$ cat config.mk
export PLATFORM = sky130hd
export DESIGN_NAME = rr_token_arbiter_flat
export DESIGN_NICKNAME = d
export VERILOG_FILES = /design/src/rtl/rr_token_arbiter_if.sv /design/src/rtl/rr_token_arbiter.sv /design/src/flat_wrapper.sv
export SDC_FILE = /design/constraint.sdc
export NUM_CORES = 1
export LEC_CHECK = 0
export BUFFER_PORTS_ARGS = -buffer_cell sky130_fd_sc_hd__buf_2
export CELL_PAD_IN_SITES_DETAIL_PLACEMENT = 0
export CELL_PAD_IN_SITES_GLOBAL_PLACEMENT = 1
export CORE_MARGIN = 2
export CORE_UTILIZATION = 35
export CTS_CLUSTER_SIZE = 25
export DETAILED_ROUTE_END_ITERATION = 8
export GPL_TIMING_DRIVEN = 0
export PLACE_DENSITY_LB_ADDON = 0.1
export SLEW_MARGIN = 5
export SYNTH_ARGS = -nofsm -noshare
export SYNTH_HDL_FRONTEND = slang
export SYNTH_SLANG_ARGS = --single-unit
$ cat constraint.sdc
create_clock -name clk -period 2.4 [get_ports clk]
set_input_delay 0.12 -clock clk [delete_from_list [all_inputs] [get_ports clk]]
set_output_delay 0.12 -clock clk [all_outputs]
set_load 0.02 [all_outputs]
$ cat src/rtl/rr_token_arbiter_if.sv
// Request/grant bundle between N clients and the round-robin token arbiter.
// The arbiter side uses the master modport; client request logic uses slave.
interface rr_token_arbiter_if #(
  parameter int N   = 4,
  parameter int IDW = 2
);
  logic [N-1:0]   req;
  logic [N-1:0]   ack;
  logic           grant_valid;
  logic [IDW-1:0] grant_id;
  logic           busy;
  logic           timeout_pulse;

  modport master (
    input  req,
    output ack, grant_valid, grant_id, busy, timeout_pulse
  );

  modport slave (
    output req,
    input  ack, grant_valid, grant_id, busy, timeout_pulse
  );
endinterface

$ cat src/rtl/rr_token_arbiter.sv
// Central IDLE/READY/BUSY token arbiter for N request/ack clients with a circular
// pointer, selectable skip-idle scan and an optional hold timeout with masking.
module rr_token_arbiter #(
  parameter int N         = 4,
  parameter int IDW       = 2,
  parameter int SKIP_IDLE = 1,
  parameter int MAX_HOLD  = 16
) (
  input logic clk,
  input logic rst,
  rr_token_arbiter_if.master bus
);

  localparam int HW   = (MAX_HOLD < 1) ? 1 : $clog2(MAX_HOLD + 1);
  localparam int SCAN = (SKIP_IDLE != 0) ? N : 1;

  localparam logic [1:0] S_IDLE  = 2'd0;
  localparam logic [1:0] S_READY = 2'd1;
  localparam logic [1:0] S_BUSY  = 2'd2;

  localparam logic [IDW-1:0] LAST_ID  = IDW'(N - 1);
  localparam logic [HW-1:0]  HOLD_MAX = HW'(MAX_HOLD);

  logic [1:0]     r_state;
  logic [IDW-1:0] r_ptr;
  logic [IDW-1:0] r_gid;
  logic [N-1:0]   r_ack;
  logic [N-1:0]   r_mask;
  logic [HW-1:0]  r_hold;
  logic           r_tpulse;

  logic [N-1:0]   w_elig;
  logic [N-1:0]   w_gid_oh;
  logic           w_req_g;
  logic [IDW-1:0] w_after_gid;
  logic [IDW-1:0] w_after_ptr;
  logic           w_found;
  logic [IDW-1:0] w_pick;
  logic [IDW-1:0] w_idx [N];

  assign w_elig      = bus.req & ~r_mask;
  assign w_gid_oh    = {{(N-1){1'b0}}, 1'b1} << r_gid;
  assign w_req_g     = |(bus.req & w_gid_oh);
  assign w_after_gid = (r_gid == LAST_ID) ? '0 : r_gid + 1'b1;
  assign w_after_ptr = (r_ptr == LAST_ID) ? '0 : r_ptr + 1'b1;

  // Circular scan order starting at the pointer, wrapped explicitly so no index reaches N.
  for (genvar g = 0; g < N; g++) begin : g_idx
    assign w_idx[g] = (int'(r_ptr) + g >= N) ? IDW'(int'(r_ptr) + g - N)
                                             : IDW'(int'(r_ptr) + g);
  end

  always_comb begin
    w_found = 1'b0;
    w_pick  = r_ptr;
    for (int off = SCAN - 1; off >= 0; off--) begin
      if (w_elig[w_idx[off]]) begin
        w_found = 1'b1;
        w_pick  = w_idx[off];
      end
    end
  end

  always_ff @(posedge clk or posedge rst) begin
    if (rst) begin
      r_state  <= S_IDLE;
      r_ptr    <= '0;
      r_gid    <= '0;
      r_ack    <= '0;
      r_mask   <= '0;
      r_hold   <= '0;
      r_tpulse <= 1'b0;
    end else begin
      r_mask   <= r_mask & bus.req;
      r_tpulse <= 1'b0;
      case (r_state)
        S_IDLE: begin
          if (w_found) begin
            r_state <= S_READY;
            r_gid   <= w_pick;
          end else if (SKIP_IDLE == 0) begin
            r_ptr <= w_after_ptr;
          end
        end
        S_READY: begin
          r_state <= S_BUSY;
          r_ack   <= w_gid_oh;
          r_hold  <= HW'(1);
        end
        S_BUSY: begin
          // A release on the timeout edge wins: no mask and no pulse.
          if (!w_req_g) begin
            r_state <= S_IDLE;
            r_ack   <= '0;
            r_ptr   <= w_after_gid;
          end else if (MAX_HOLD != 0 && r_hold == HOLD_MAX) begin
            r_state  <= S_IDLE;
            r_ack    <= '0;
            r_mask   <= (r_mask & bus.req) | w_gid_oh;
            r_tpulse <= 1'b1;
            r_ptr    <= w_after_gid;
          end else if (r_hold != '1) begin
            r_hold <= r_hold + 1'b1;
          end
        end
        default: r_state <= S_IDLE;
      endcase
    end
  end

  assign bus.ack           = r_ack;
  assign bus.grant_valid   = (r_state != S_IDLE);
  assign bus.grant_id      = r_gid;
  assign bus.busy          = (r_state != S_IDLE);
  assign bus.timeout_pulse = r_tpulse;

endmodule

$ cat src/flat_wrapper.sv
// flat-port wrapper written by rule: the top's interface ports become plain ports
module rr_token_arbiter_flat 
#(
  parameter int N         = 4,
  parameter int IDW       = 2,
  parameter int SKIP_IDLE = 1,
  parameter int MAX_HOLD  = 16
)
  (clk, rst, bus_req, bus_ack, bus_grant_valid, bus_grant_id, bus_busy, bus_timeout_pulse);
  rr_token_arbiter_if #(.N(N), .IDW(IDW)) bus_i ();
  input logic clk;
  input logic rst;
  input wire logic [$bits(bus_i.req)-1:0] bus_req;
  output wire logic [$bits(bus_i.ack)-1:0] bus_ack;
  output wire logic [$bits(bus_i.grant_valid)-1:0] bus_grant_valid;
  output wire logic [$bits(bus_i.grant_id)-1:0] bus_grant_id;
  output wire logic [$bits(bus_i.busy)-1:0] bus_busy;
  output wire logic [$bits(bus_i.timeout_pulse)-1:0] bus_timeout_pulse;
  assign bus_i.req = bus_req;
  assign bus_ack = bus_i.ack;
  assign bus_grant_valid = bus_i.grant_valid;
  assign bus_grant_id = bus_i.grant_id;
  assign bus_busy = bus_i.busy;
  assign bus_timeout_pulse = bus_i.timeout_pulse;
  rr_token_arbiter #(.N(N), .IDW(IDW), .SKIP_IDLE(SKIP_IDLE), .MAX_HOLD(MAX_HOLD)) u_core (.clk(clk), .rst(rst), .bus(bus_i));
endmodule
==> flow_results.org <==
** Timing
- For the final routed database, the setup TNS stands at 0 ps.
- Derived from the worst setup path, the maximum achievable clock frequency is 0.543 GHz.
- Final-report setup violation count :: 0
- Setup slack closes at 558 ps.
- Setup repair after global routing missed its margin :: no
- The number of pins exceeding their max-slew limit in the final report came to 0.
- The clock arrives with 13.0 ps of skew.
- Final Hold Vio Count :: 0
- Post-route clock period utilization :: 76.7%
- Clock period minus final worst setup slack :: 1840 ps
- Tightest Pin Transition :: 783 ps
- Worst relative slew slack :: 47.8%
- Hold slack :: 88.7 ps

** Clock tree
- Buffer levels on the longest clock path :: 2
- CTS built an H-tree with a depth of 1.
- Worst skew pair latency :: 310 ps
- Buffer cell driving the clock tree root :: sky130_fd_sc_hd__clkbuf_4
- Clock tree synthesis found a total of 20 sinks.
- TritonCTS built the clock tree.
- Buffers added to address setup during post-CTS repair amount to 0.
- In this run, CTS created clock tree buffers numbering 3.
- After clock tree synthesis, the clock-pin slew on the worst setup and hold paths is 130 ps.

** Placed design
- Port-buffer cells :: 14
- At the placement stage, the worst setup path has a slack of 561 ps.
- After detailed placement, the design holds a cell count of 162.
- Placed wire-length estimate after detailed placement :: 1.77 mm
- Last weighted congestion value of the routability-driven placer :: 0.729
- In this run the cell area measured after placement is 1320 um^2.

** Logic synthesis
- Yosys top cell by area :: sky130_fd_sc_hd__dfrtp_1
- Counting flops with an async set or reset pin after synthesis yields a share of 100%.
- Synthesis inferred 20 register bits.
- Yosys mapped the design onto 35 distinct sky130hd cell types.
- Counting flops with a built-in enable in the synthesized netlist gives 0.
- Number of synthesis warnings :: 0
- Synth Cell Area :: 1190 um^2
- When the netlist entered floorplanning its net count stood at 119.
- After synthesis, the largest area contributor takes up 42.0% of total cell area.
- Sequential element share of the synthesized area :: 42.0%
- In the synthesized netlist the dominant register cell turns out to be sky130_fd_sc_hd__dfrtp_1.
- Sorting the synthesized cells by area gives the leading types as sky130_fd_sc_hd__dfrtp_1 42%, sky130_fd_sc_hd__ha_1 12%, sky130_fd_sc_hd__a22o_1 7.3%, sky130_fd_sc_hd__a22oi_4 3.6%, sky130_fd_sc_hd__inv_1 2.8%.
- Post-synthesis instance total :: 102
- Post-Synthesis Mean Instance Area :: 11.7 um^2

** Floorplan
- In this run the count of I/O pins placed on the die edge is 15.
- Vertical die dimension :: 62.4 um
- Initial cell density of the core :: 36.0%
- CORE AREA :: 3310 um^2
- Std-Cell Rows :: 21
- Die width :: 62.4 um
- Area of the die :: 3890 um^2

** Drt
- Drc violations :: 0
- Number of DRC markers after the initial detailed-route iteration :: 12
- Antenna-violating nets left :: 0
- For this block, the routed nets add up to 2.31 mm of wire.
- The pre-antenna-repair detailed-routing pass consisted of 4 iterations.
- The routed layout has 815 vias.
- Mean routed wirelength per cell :: 13.8 um
- Avg Vias per Cell :: 4.88

** Cells and area
- Area added between synthesis and finish :: 15.9%
- Most frequent standard cell in the layout excluding fill and tap cells :: sky130_fd_sc_hd__dfrtp_1
- In the final layout, the share of cells above drive strength 1 is 27.3%.
- In the layout the commonest cells are 20 x sky130_fd_sc_hd__dfrtp_1, 15 x sky130_fd_sc_hd__buf_2, 11 x sky130_fd_sc_hd__ha_1.
- Utilization after layout :: 41.8%
- The layout has 347 filler cells.
- The net count of the finished layout is 139.
- For this run, the number of standard cells in the final layout without fillers is 167.
- The finished cells cover 1380 um^2.
- Diode count :: 0

** Global route
- Number of global-route vias before repair :: 789
- The number of antenna violations at the first check in global routing came to 0.
- Busiest layer in global routing :: met1
- In the global route stage, met3 resource usage came out at 3.96%.
- The total overflow left after global routing is 0.
- Wire length of the first global-routing pass :: 3.97 mm
- For met1 alone, demand over resource in global routing was 19.5%.
- Pin count of the biggest net entering global routing :: 21
- Global routing consumed, on the met2 layer, 18.6% of the routing resources.
- Global router's overall resource usage :: 13.1%

** Worst setup path
- Setup CP Type :: flop to flop
- Kind of end point of the critical path :: flop
- Along the worst path, the maximum fanout reaches 5.
- Arrival time of data at the critical path endpoint :: 2040 ps
- Data required time at the worst endpoint :: 2600 ps
- Type of origin of the critical path :: flop

** Hold path
- In this run the worst hold path is classified as input port to flop.

** Power
- Final total power :: 1.64 mW
- In this run the static leakage power is 0.682 nW.
- Power spread over the standard cell area amounts to 1180 nW/um^2.
- VDD sags by at most 0.000660 V.

** Job
- The tool flagged a number of max-cap violations equal to 0.

** Run status
- Status :: finished, final reports clean
-- where the power goes --
group	total, mW	internal, mW	switching, mW
sequential	0.548	0.442	0.106
combinational	0.805	0.355	0.450
clock	0.285	0.169	0.116
-- synthesized netlist by cell type (all sizes together) (2+ instances only) --
master  number
o21ai        6
nand2b       4
a22oi        2
mux2i        2
ha          11
and2         2
dfrtp       20
buf          2
mux2         4
inv          9
a21oi        5
nand2        5
and3         2
a22o        10
nor2         3
-- area by class of cell --
type                    count  area (um^2)  area share [%]
multi-input cells          71          646            46.7
flip-flops and latches     20          500            36.2
repair buffers             15         80.1            5.79
well taps                  46         57.6            4.16
inverters                   9         33.8            2.44
clock inverters             1         30.0            2.17
clock buffers               3         22.5            1.63
plain buffers               2         12.5           0.905
-- sequential cells by signal (all words and copies together) (netlist names) --
name / flops
u_core.r_ptr: 2
u_core.r_hold: 5
u_core.r_mask: 4
u_core.r_state: 2
u_core.bus.ack: 4
u_core.bus.timeout_pulse: 1
u_core.bus.grant_id: 2
-- kinds of logic after synthesis --
logic type | Yosys count | synth area share, %
compound gates | 33 | 25.1
simple gates | 21 | 12.1
flops | 20 | 42.0
buf+inv | 11 | 3.88
fa+ha+maj | 11 | 11.5
mux | 6 | 5.46
-- routing by layer --
metal / up-vias / wire length [um]
met5: - / 0
met4: 0 / 15
met3: 2 / 58
met2: 10 / 943
met1: 394 / 1290
li1: 409 / -
-- path summary, 6_finish.rpt --
kind / start / to / slack (ps) / cells past startpoint
setup / recovery: u_core.bus.grant_id[0] / u_core.r_state[1] / 560 / 6
hold / removal: bus_req[1] / u_core.r_mask[1] / 90 / 2
setup reg to reg: u_core.bus.grant_id[0] / u_core.r_state[1] / 560 / 6
hold reg to reg: u_core.bus.ack[2] / u_core.bus.ack[2] / 510 / 1
max in group asynchronous: rst / u_core.r_ptr[0] / 1430 / 3
min in group asynchronous: rst / u_core.r_hold[1] / 470 / 3
-- worst max-delay path, stage by stage, from the launching register on --
cell	delay [ps]
sky130_fd_sc_hd__dfrtp_1	460
sky130_fd_sc_hd__inv_1	140
sky130_fd_sc_hd__ha_1	260
sky130_fd_sc_hd__a22oi_4	130
sky130_fd_sc_hd__a211o_4	360
sky130_fd_sc_hd__o21ai_2	60
sky130_fd_sc_hd__mux2_1	330
-- what timing repair did --
item / CTS / global route
hold endpoints to repair: 20 / 0
gates resized for setup: 0 / 0
hold buffers: 1 / 0
(Power assumes the default switching activity.)
